===== src/rtl/shift_add_multiplier_if.sv =====
// Request/result bundle for the shift-add multiply-accumulate unit.
// The requester drives the operands and start; the unit returns busy, done and product.
interface shift_add_multiplier_if #(
  parameter int WIDTH = 16
);
  logic               start;
  logic [WIDTH-1:0]   multiplicand;
  logic [WIDTH-1:0]   multiplier;
  logic [WIDTH-1:0]   addend;
  logic               busy;
  logic               done;
  logic [2*WIDTH-1:0] product;

  modport master (
    output start, multiplicand, multiplier, addend,
    input  busy, done, product
  );

  modport slave (
    input  start, multiplicand, multiplier, addend,
    output busy, done, product
  );
endinterface


===== src/rtl/shift_add_multiplier.sv =====
// Sequential unsigned multiply-accumulate: product = multiplicand * multiplier + addend.
// One multiplier bit is retired per clock, followed by a single accumulate cycle.
module shift_add_multiplier #(
  parameter int WIDTH = 16
) (
  input  logic                  clk,
  input  logic                  rst,
  shift_add_multiplier_if.slave bus
);
  localparam int CNT_W = (WIDTH > 1) ? $clog2(WIDTH) : 1;

  typedef enum logic [1:0] {IDLE, CALC, ACC} state_e;

  state_e             state_q, state_d;
  logic [WIDTH:0]     a_q, a_d;
  logic [WIDTH-1:0]   q_q, q_d;
  logic [WIDTH-1:0]   m_q, m_d;
  logic [WIDTH-1:0]   add_q, add_d;
  logic [CNT_W-1:0]   count_q, count_d;
  logic [2*WIDTH-1:0] product_q, product_d;
  logic               done_q, done_d;

  logic [WIDTH:0]     sum;
  logic [2*WIDTH:0]   shifted;

  // NOTE: every state register uses <= so all flops update from the same pre-edge values.
  always_ff @(posedge clk) begin
    if (rst) begin
      state_q   <= IDLE;
      a_q       <= '0;
      q_q       <= '0;
      m_q       <= '0;
      add_q     <= '0;
      count_q   <= '0;
      product_q <= '0;
      done_q    <= 1'b0;
    end else begin
      state_q   <= state_d;
      a_q       <= a_d;
      q_q       <= q_d;
      m_q       <= m_d;
      add_q     <= add_d;
      count_q   <= count_d;
      product_q <= product_d;
      done_q    <= done_d;
    end
  end

  // Partial sum for the current multiplier bit, then shift {A,Q} right by one.
  assign sum     = q_q[0] ? (a_q + {1'b0, m_q}) : a_q;
  assign shifted = {1'b0, sum, q_q[WIDTH-1:1]};

  // NOTE: all next-state signals default to their hold value first, so no latch is inferred.
  always_comb begin
    state_d   = state_q;
    a_d       = a_q;
    q_d       = q_q;
    m_d       = m_q;
    add_d     = add_q;
    count_d   = count_q;
    product_d = product_q;
    done_d    = 1'b0;

    unique case (state_q)
      IDLE: begin
        if (bus.start) begin
          m_d     = bus.multiplicand;
          q_d     = bus.multiplier;
          add_d   = bus.addend;
          a_d     = '0;
          count_d = '0;
          state_d = CALC;
        end
      end
      CALC: begin
        a_d     = shifted[2*WIDTH:WIDTH];
        q_d     = shifted[WIDTH-1:0];
        count_d = count_q + 1'b1;
        if (count_q == CNT_W'(WIDTH - 1)) begin
          count_d = '0;
          state_d = ACC;
        end
      end
      ACC: begin
        // Max result (2^W-1)^2 + (2^W-1) fits in 2W bits, so no carry out is kept.
        product_d = {a_q[WIDTH-1:0], q_q} + {{WIDTH{1'b0}}, add_q};
        done_d    = 1'b1;
        state_d   = IDLE;
      end
      default: state_d = IDLE;
    endcase
  end

  assign bus.busy    = (state_q != IDLE);
  assign bus.done    = done_q;
  assign bus.product = product_q;
endmodule


===== src/flat_wrapper.sv =====
// flat-port wrapper written by rule: the top's interface ports become plain ports
module shift_add_multiplier_flat 
#(
  parameter int WIDTH = 16
)
  (clk, rst, bus_start, bus_multiplicand, bus_multiplier, bus_addend, bus_busy, bus_done, bus_product);
  shift_add_multiplier_if #(.WIDTH(WIDTH)) bus_i ();
  input  logic clk;
  input  logic rst;
  input wire logic [$bits(bus_i.start)-1:0] bus_start;
  input wire logic [$bits(bus_i.multiplicand)-1:0] bus_multiplicand;
  input wire logic [$bits(bus_i.multiplier)-1:0] bus_multiplier;
  input wire logic [$bits(bus_i.addend)-1:0] bus_addend;
  output wire logic [$bits(bus_i.busy)-1:0] bus_busy;
  output wire logic [$bits(bus_i.done)-1:0] bus_done;
  output wire logic [$bits(bus_i.product)-1:0] bus_product;
  assign bus_i.start = bus_start;
  assign bus_i.multiplicand = bus_multiplicand;
  assign bus_i.multiplier = bus_multiplier;
  assign bus_i.addend = bus_addend;
  assign bus_busy = bus_i.busy;
  assign bus_done = bus_i.done;
  assign bus_product = bus_i.product;
  shift_add_multiplier #(.WIDTH(WIDTH)) u_core (.clk(clk), .rst(rst), .bus(bus_i));
endmodule

===== config.mk =====
export PLATFORM = sky130hd
export DESIGN_NAME = shift_add_multiplier_flat
export DESIGN_NICKNAME = d
export VERILOG_FILES = /design/src/rtl/shift_add_multiplier_if.sv /design/src/rtl/shift_add_multiplier.sv /design/src/flat_wrapper.sv
export SDC_FILE = /design/constraint.sdc
export NUM_CORES = 1
export LEC_CHECK = 0
export CELL_PAD_IN_SITES_DETAIL_PLACEMENT = 0
export CELL_PAD_IN_SITES_GLOBAL_PLACEMENT = 1
export CORE_MARGIN = 2
export CORE_UTILIZATION = 38
export CTS_BUF_LIST = sky130_fd_sc_hd__clkbuf_4
export DETAILED_ROUTE_END_ITERATION = 8
export GPL_TIMING_DRIVEN = 0
export HOLD_SLACK_MARGIN = 0.08
export PLACE_DENSITY_LB_ADDON = 0.1
export SYNTH_ARGS = -nofsm -noshare
export SYNTH_HDL_FRONTEND = slang
export SYNTH_SLANG_ARGS = --single-unit

===== constraint.sdc =====
create_clock -name clk -period 2.3 [get_ports clk]
set_input_delay 0.575 -clock clk [delete_from_list [all_inputs] [get_ports clk]]
set_output_delay 0.575 -clock clk [all_outputs]
set_load 0.01 [all_outputs]

# Word-level counts from Yosys, hierarchy flattened
# Cells that the tools add are included.
[classes]
mux = 12
add_sub_neg = 3
reduce_logical = 6
eq_ne = 5
[ops]
columns = ["cell", "count"]
rows = [
  ["$mux W17", 2],
  ["$pmux W17 S2", 1],
  ["$add A32 B16 Y32", 1],
  ["$pmux W16 S2", 1],
  ["$add A17 B16 Y17", 1],
  ["$mux W16", 1],
  ["$mux W4", 2],
  ["$pmux W4 S2", 1],
  ["$reduce_and A2 Y1", 3],
  ["$add A4 B1 Y4 const B", 1],
  ["$eq A4 B4 Y1 const B", 1],
  ["$mux W2", 2],
  ["$pmux W2 S2", 1],
  ["$reduce_bool A2 Y1", 2],
  ["$eq A2 B1 Y1 const B", 1],
  ["$eq A2 B2 Y1 const B", 1],
  ["$logic_not A2 Y1", 1],
  ["$ne A2 B1 Y1 const B", 1],
  ["$ne A2 B2 Y1 const B", 1],
  ["$mux W1", 1],
]
[totals]
register_bits = 104
output_inout_bits = 34
word_cells = 34
input_bits = 51

# Logic depth before layout (Yosys ltp)
# Gate-level depths: netlist (run 1).
[depth]
word_depth = 3
mapped_depth = 10
ltp_nobuf = 10

# Worst setup path after synthesis (run 1)
# Ideal clock, no wire load.
[synth_path]
path_kind = "register to register"
from = "register u_core.q_q[0]"
to = "register u_core.product_q[20] (netlist: u_core.bus.product[20])"
path_slack_ns = -0.151
required_ns = 2.214
stages_incl_launch_ff = 11
t_arrival_ns = 2.366
n_path_buf = 1
setup_ns = 0.086
synth_period_minus_slack_ns = 2.451
path_cell_list = "dfxtp_1 > ha_1 > fa_1 > a21o_1 > a221oi_1 > o21a_1 > a311o_1 > buf_6 > and3b_2 > xnor2_1 > a211oi_1"
[synth_between]
elab_chain_cells = 1
[synth_rtl]
columns = ["item", "line_no", "source"]
rows = [
  ["start, declared", "shift_add_multiplier.sv:16", "logic [WIDTH-1:0] q_q, q_d;"],
  ["start signal, assigned", "shift_add_multiplier.sv:40", "q_q <= q_d;"],
  ["$add A32 B16 Y32", "shift_add_multiplier.sv:86", "product_d = {a_q[WIDTH-1:0], q_q} + {{WIDTH{1'b0}}, add_q};"],
  ["end signal, assigned", "shift_add_multiplier.sv:44", "product_q <= product_d;"],
  ["end, declared", "shift_add_multiplier.sv:20", "logic [2*WIDTH-1:0] product_q, product_d;"],
]
# No other way between the ends.
# A chain may end at the register's enable or synchronous reset.

# Final worst setup path (run 1)
# Ends and elaborated chain as after synthesis.

==> impl_metrics.toml, run 1 <==
[synthesis]
synthesis.instances = 712
synthArstFlopShare_pct = 0
synth_compound_gate_area_share_pct = 24.64
synth-seq-area-share_pct = 36.42
share_of_cell_area_taken_by_muxes_after_synthesis_pct = 0.7514
synth_area_per_cell_um2 = 7.952
ys.warnings.count = 0
synth.ff_latch_count = 103
synthFlopType = "sky130_fd_sc_hd__dfxtp_1"
post_synth_and_or_nand_nor_area_fraction_pct = 21.13
number_of_distinct_standard_cells_referenced_by_the_synthesized_netlist = 63
yosys.area_share.xor_xnor_pct = 5.414
post_synthesis_instance_area_um2 = 5662
synth_top_family_by_area = "compound AO/OA/AOI/OAI gates"
synth_nets = 798
synth_adder_area_share_pct = 8.000
synth_enable_flop_cells = 0

[placed_design]
finalWeightedCongestion = 0.8767
postPlaceCellArea_um2 = 6775
place_hpwl_um = 13180
buffers_on_ports = 84

[run]
number_of_max_cap_violations = 0

[floorplanning]
core_region_area_um2 = 14530
die_height_um = 126.1
floorplan.die_area_um2 = 15890
std_cell_rows = 44
io_pins = 85
floorplan.initialDensity_pct = 38.95
dieWidth_um = 126.1

[setup_path]
timing.critical_path.slowest_stage_cell = "sky130_fd_sc_hd__dfxtp_4"
largest_fanout_on_the_critical_path = 5
worst_path_dominant_cell_family = "compound AO/OA/AOI/OAI gates"
worstSetupPathType = "reg -> reg"
worst_ep_required_time_ns = 2.71
cp.arrival_ns = 2.93
number_of_buffers_and_inverters_on_the_critical_path = 1
crit_chain = "ha_4 -> fa_2 -> a21o_1 -> a221oi_2 -> o21a_1 -> a311o_1 -> buf_6 -> and3b_2 -> xnor2_1 -> a211oi_1"
start_kind = "register"
max_stage_delay_ns = 0.39
critical_path.endpoint_type = "register"

[timing]
clock-skew-final_ns = 0.01949
report.final.setup_viol = 12
final-hold-violation-count = 0
worst_slack_ns = -0.2266
period_share_pct = 109.9
worst_slew_margin_rel_pct = 33.77
worstMarginPinSlew_ns = 0.9898
rsz_0062_raised_after_global_routing = "true"
slew_viol_final = 0
final_period_minus_worst_setup_slack_ns = 2.527
timing.fmax_ghz = 0.3958

[detailed_routing]
drt_first_iter_violations = 291
route.detailed.wl_per_inst_um = 17.57
finalWirelength_um = 17830
detail-route-antenna-nets = 0
first_pass_iters = 5
drcViolationCount = 0
dr_total_vias = 5542
drt-vias-per-instance = 5.460

[global_routing]
first_pass_grt_wire_length_um = 28650
globalRouteOverflowTotal = 0
grt_start_max_net_pins = 16
first_global_vias = 5402
global_route_track_usage_on_met1_pct = 30.88
met2_track_utilization_from_global_routing_pct = 36.75
grt_antenna_before_repair = 0
gr-max-usage-layer = "met2"
grt_use_total_pct = 22.46
grt.met3_usage_pct = 3.398

[clocking]
clock_tree.htree_level_count = 3
insertion_delay_ns = 0.49
cts_max_path_buffers = 2
tritoncts_clock_tree = "done"
number_of_buffers_created_by_cts = 9
cts_hold_repair.buffers = 0
root_buffer = "sky130_fd_sc_hd__clkbuf_4"
cts.clk_slew.worst_paths_ns = 0.16
clock_sink_total = 103

[power_and_ir_drop]
p_comb_share_pct = 19.4
p_int_w = 0.002508
netSwitchingFraction_pct = 30.97
worst_ir_drop_vdd_mv = 0.2179
power_density_nw_per_um2 = 492.6
p_sw_w = 0.001126
clockPowerShare_pct = 27.7
report.power.total_w = 0.003634
power.leakage_nw = 2.732
power_frac_seq_pct = 52.9

[finish]
antenna_cells_inserted = 0
area_delta_synth_final_pct = 30.28
filler_cell_count = 1500
post_route_cells_drive_above_1_share_pct = 14.32
area_of_all_placed_cells_without_fillers_um2 = 7376
numnets_final = 912
end_of_flow_core_utilization_pct = 50.75

[run_status]
violations = "negative setup slack"
run_status = "finished with violations"

[hold_path]
worst_hold_path_type = "reg -> reg"
power by group through the flow:
stage          clock, W  combinational, W  sequential [W]
2_1_floorplan         0          0.000408         0.00194
3_3_place_gp          0          0.000635         0.00196
3_5_place_dp          0          0.000644         0.00196
4_1_cts         0.00102          0.000674         0.00192
5_1_grt         0.00108          0.000776         0.00193
6_report        0.00101          0.000703         0.00192
path summary, 6_finish.rpt:
check | from | endpoint | slack (ns) | cells after the start
max | u_core.q_q[0] | u_core.bus.product[20] | -0.23 | 10
min | u_core.bus.product[9] | u_core.bus.product[9] | 0.47 | 2
max reg2reg | u_core.q_q[0] | u_core.bus.product[20] | -0.23 | 10
min reg2reg | u_core.bus.product[9] | u_core.bus.product[9] | 0.47 | 2
cell families (layout without fill, tap and decap cells):
| logic type | after synthesis | in the layout |
|---|---|---|
| adder cells (fa/ha/maj) | 35 | 35 |
| AND/OR/NAND/NOR | 264 | 264 |
| XOR/XNOR | 35 | 35 |
| flip-flops | 103 | 103 |
| buffers and inverters | 52 | 171 |
| AO/OA/AOI/OAI | 219 | 219 |
| multiplexers | 4 | 4 |
flip-flops by register name, summed over array words and instances, names as in the netlist:
name,count
u_core.bus.done,1
u_core.count_q,4
u_core.a_q,16
u_core.add_q,16
u_core.bus.product,32
u_core.m_q,16
u_core.state_q,2
u_core.q_q,16
timing repair:
action                     CTS  global route
pin swaps                   22            30
gates cloned                 1             0
resized for setup           40            44
setup endpoints to repair   23            46
buffers inserted            15             5
cell usage in the layout, fill, tap and decap left out, drive strengths merged, types with 5 or more instances in the layout:
cell type and count:
nand2 142, dfxtp 103, a21oi 101, clkdlybuf4s50 84, clkbuf 45, nor2 40, ha 33, buf 28
a211oi 25, xnor2 23, o21ai 21, nand3 17, a21o 16, a22oi 16, xor2 12, nor3 12
nor2b 11, inv 10, nand2b 7, o21a 7, and3 7, nand4 5
area by class of cell:
| type | instances | area (um2) | share of cell area [%] |
|---|---|---|---|
| Inverter | 10 | 37.54 | 0.5089 |
| Tap cell | 184 | 230.2 | 3.121 |
| Clock buffer | 12 | 90.09 | 1.221 |
| Timing Repair Buffer | 103 | 1002 | 13.59 |
| Buffer | 42 | 175.2 | 2.375 |
| Multi-Input combinational cell | 557 | 3702 | 50.20 |
| Sequential cell | 103 | 2092 | 28.36 |
| Clock inverter | 4 | 46.29 | 0.6277 |
cells in the mapped netlist (all sizes together) (10+ instances only):
library cell	instances	area share, %
nand2	142	9.5
dfxtp	103	36
a21oi	101	8.9
nor2	40	2.7
ha	33	7.3
clkbuf	32	2.1
a211oi	25	3.3
xnor2	23	3.6
o21ai	21	1.9
nand3	17	1.5
a21o	16	2.1
a22oi	16	2.1
nor3	12	1.1
xor2	12	1.9
nor2b	11	1.3
buf	10	0.86
inv	10	0.66
worst register-to-register path, delay by kind of cell (launching register included):
family                     cells  cell delay [ns]
xor gates and xnor gates       1             0.13
and+or+nand+nor                1             0.21
adders and majority gates      2             0.51
AOI/OAI and AO/OA              5             1.08
DFF                            1             0.39
buffers and inverters          1             0.14
routing by layer:
layer / up-vias / part of all wire (%) / wire, um
li1: 2759 / - / -
met1: 2633 / 48 / 8607
met2: 128 / 46 / 8209
met3: 22 / 3.9 / 703
met4: 0 / 1.7 / 311
met5: - / 0 / 0
through the flow:
step	setup slack [ns]	TNS [ns]	hold slack [ns]	instances
floorplan	-0.02212	-0.02212	0.4406	712
global placement	-0.4248	-16.42	0.4436	980
detailed placement	-0.4701	-18.48	0.4512	980
CTS	-0.2206	-1.318	0.4700	1012
global route	-0.3240	-3.344	0.4921	1015
finish	-0.2266	-1.492	0.4653	1015
Note: power is estimated with default switching activity, not from simulation.
==> run 2, diff against run 1 <==
--- a/config.mk
+++ b/config.mk
@@ -10,10 +10,12 @@
 export CORE_MARGIN = 2
 export CORE_UTILIZATION = 38
 export CTS_BUF_LIST = sky130_fd_sc_hd__clkbuf_4
+export CTS_CLUSTER_DIAMETER = 40
 export DETAILED_ROUTE_END_ITERATION = 8
 export GPL_TIMING_DRIVEN = 0
 export HOLD_SLACK_MARGIN = 0.08
 export PLACE_DENSITY_LB_ADDON = 0.1
+export SLEW_MARGIN = 20
 export SYNTH_ARGS = -nofsm -noshare
 export SYNTH_HDL_FRONTEND = slang
 export SYNTH_SLANG_ARGS = --single-unit
==> results of run 2 <==
Final layout, timing and power as in run 1 (identical DEF).
==> run 3, diff against run 2 <==
--- a/config.mk
+++ b/config.mk
@@ -8,10 +8,11 @@
 export CELL_PAD_IN_SITES_DETAIL_PLACEMENT = 0
 export CELL_PAD_IN_SITES_GLOBAL_PLACEMENT = 1
 export CORE_MARGIN = 2
-export CORE_UTILIZATION = 38
+export CORE_UTILIZATION = 40
 export CTS_BUF_LIST = sky130_fd_sc_hd__clkbuf_4
 export CTS_CLUSTER_DIAMETER = 40
 export DETAILED_ROUTE_END_ITERATION = 8
+export DONT_BUFFER_PORTS = 1
 export GPL_TIMING_DRIVEN = 0
 export HOLD_SLACK_MARGIN = 0.08
 export PLACE_DENSITY_LB_ADDON = 0.1
==> run 3 against run 2 <==
Net effect: the run still ends with negative setup slack left; critical path type unchanged; sequential power about the same; non-clock buffer count down 81; largest power group unchanged; first-iteration DRC count up 19%; critical endpoint unchanged.
==> impl_metrics.toml, run 3 (synthesis results as in run 1) <==
[run_status]
run_status = "finished with violations"
violations = "negative setup slack"

[detailed_routing]
drt-vias-per-instance = 5.722
detail-route-antenna-nets = 0
route.detailed.wl_per_inst_um = 18.73
dr_total_vias = 5327
finalWirelength_um = 17440
drt_first_iter_violations = 346
first_pass_iters = 5
drcViolationCount = 0

[timing]
worstMarginPinSlew_ns = 0.7753
final-hold-violation-count = 0
worst_slew_margin_rel_pct = 48.26
rsz_0062_raised_after_global_routing = "true"
timing.fmax_ghz = 0.4016
final_period_minus_worst_setup_slack_ns = 2.490
period_share_pct = 108.3
clock-skew-final_ns = 0.02752
slew_viol_final = 0
report.final.setup_viol = 10
worst_slack_ns = -0.1900
totalNegativeSetupSlack_ns = -1.468

[clocking]
number_of_buffers_created_by_cts = 9
cts.clk_slew.worst_paths_ns = 0.17
root_buffer = "sky130_fd_sc_hd__clkbuf_4"
cts_hold_repair.buffers = 0
insertion_delay_ns = 0.52
tritoncts_clock_tree = "done"
clock_tree.htree_level_count = 3
clock_sink_total = 103
cts_max_path_buffers = 2

[global_routing]
first_global_vias = 5191
grt_antenna_before_repair = 1
globalRouteOverflowTotal = 0
grt_start_max_net_pins = 18
first_pass_grt_wire_length_um = 27300
grt_use_total_pct = 23.42

[placed_design]
buffers_on_ports = 0
postPlaceCellArea_um2 = 5929
place_hpwl_um = 12780
finalWeightedCongestion = 0.8875
dp_worst_setup_slack_ns = -0.3249

[floorplanning]
std_cell_rows = 43
io_pins = 85
core_region_area_um2 = 13830
die_height_um = 123.0
dieWidth_um = 123.0
floorplan.die_area_um2 = 15120
floorplan.initialDensity_pct = 40.95

[setup_path]
worstSetupPathType = "reg -> reg"
cp.arrival_ns = 2.94
start_kind = "register"
critical_path.endpoint_type = "register"
worst_ep_required_time_ns = 2.75
largest_fanout_on_the_critical_path = 6

[finish]
numnets_final = 831
area_delta_synth_final_pct = 18.06
most_frequent_cells_in_the_layout = "sky130_fd_sc_hd__nand2_1 (141), sky130_fd_sc_hd__a21oi_1 (91), sky130_fd_sc_hd__dfxtp_1 (81), sky130_fd_sc_hd__nor2_1 (38), sky130_fd_sc_hd__clkbuf_1 (32)"
filler_cell_count = 1383
largest_reg_flops = 32
final_common_cell = "sky130_fd_sc_hd__nand2_1"
post_route_cells_drive_above_1_share_pct = 18.00
area_of_all_placed_cells_without_fillers_um2 = 6684

[run]
number_of_max_cap_violations = 0

[power_and_ir_drop]
report.power.total_w = 0.003696
power_density_nw_per_um2 = 552.9
power.leakage_nw = 2.461
worst_ir_drop_vdd_mv = 0.2371

[hold_path]
worst_hold_path_type = "in -> reg"
==> run 3: final cells by class <==
| cell class | count | area, um2 | area share, % |
|---|---|---|---|
| Multi-Input combinational cell | 557 | 3795 | 56.78 |
| Sequential cell | 103 | 2105 | 31.49 |
| Clock buffer | 9 | 67.56 | 1.011 |
| Antenna cell | 1 | 2.502 | 0.03744 |
| Tap cell | 180 | 225.2 | 3.370 |
| Inverter | 10 | 37.54 | 0.5616 |
| Buffer | 42 | 182.7 | 2.733 |
| Timing Repair Buffer | 22 | 172.7 | 2.583 |
| Clock inverter | 7 | 96.34 | 1.441 |
==> run 3: critical path, cell delays in order (launching register included) <==
cell and delay [ns]:
sky130_fd_sc_hd__dfxtp_4 0.39, sky130_fd_sc_hd__ha_4 0.16, sky130_fd_sc_hd__fa_2 0.34, sky130_fd_sc_hd__a21o_1 0.22, sky130_fd_sc_hd__a221oi_2 0.29, sky130_fd_sc_hd__o21a_2 0.21, sky130_fd_sc_hd__a311o_1 0.20, sky130_fd_sc_hd__buf_6 0.13
sky130_fd_sc_hd__and3b_2 0.21, sky130_fd_sc_hd__xnor2_1 0.12, sky130_fd_sc_hd__a211oi_1 0.18
==> run 3: metal layers <==
metal	part of all wire (%)	global-route usage (%)
met4	1.8	7.884
met5	0	0
met3	4.9	3.552
met1	46	31.46
met2	48	38.47
==> run 3: report_power, final <==
group	internal, W	switching (W)	leakage [nW]	total (W)
Combinational	0.000243	0.000406	1.53	0.000649
Clock	0.000442	0.000676	0.0802	0.00112
Sequential	0.00185	0.0000767	0.850	0.00193
==> run 3: what timing repair did <==
action,4_1_cts,5_1_grt
setup endpoints to repair,24,33
pin swaps,17,36
buffers inserted,12,10
gates resized for setup,26,72
==> run 3: per-stage QoR <==
stage / cells / hold slack, ns / util [%]
final: 931 / 0.1588 / 48.34
after global routing: 931 / 0.1491 / 48.34
after CTS: 920 / 0.1485 / 45.52
after detailed placement: 892 / 0.4510 / 42.88
after global placement: 892 / 0.4506 / 42.88
after floorplan: 712 / 0.4406 / -
==> run 3: final timing paths <==
kind                       start                      to  slack (ns)  cells after the start
max                u_core.q_q[0]  u_core.bus.product[20]       -0.19                     10
min          bus_multiplicand[0]           u_core.m_q[0]        0.16                      2
max reg2reg        u_core.q_q[0]  u_core.bus.product[20]       -0.19                     10
min reg2reg      u_core.add_q[7]         u_core.add_q[7]        0.47                      2
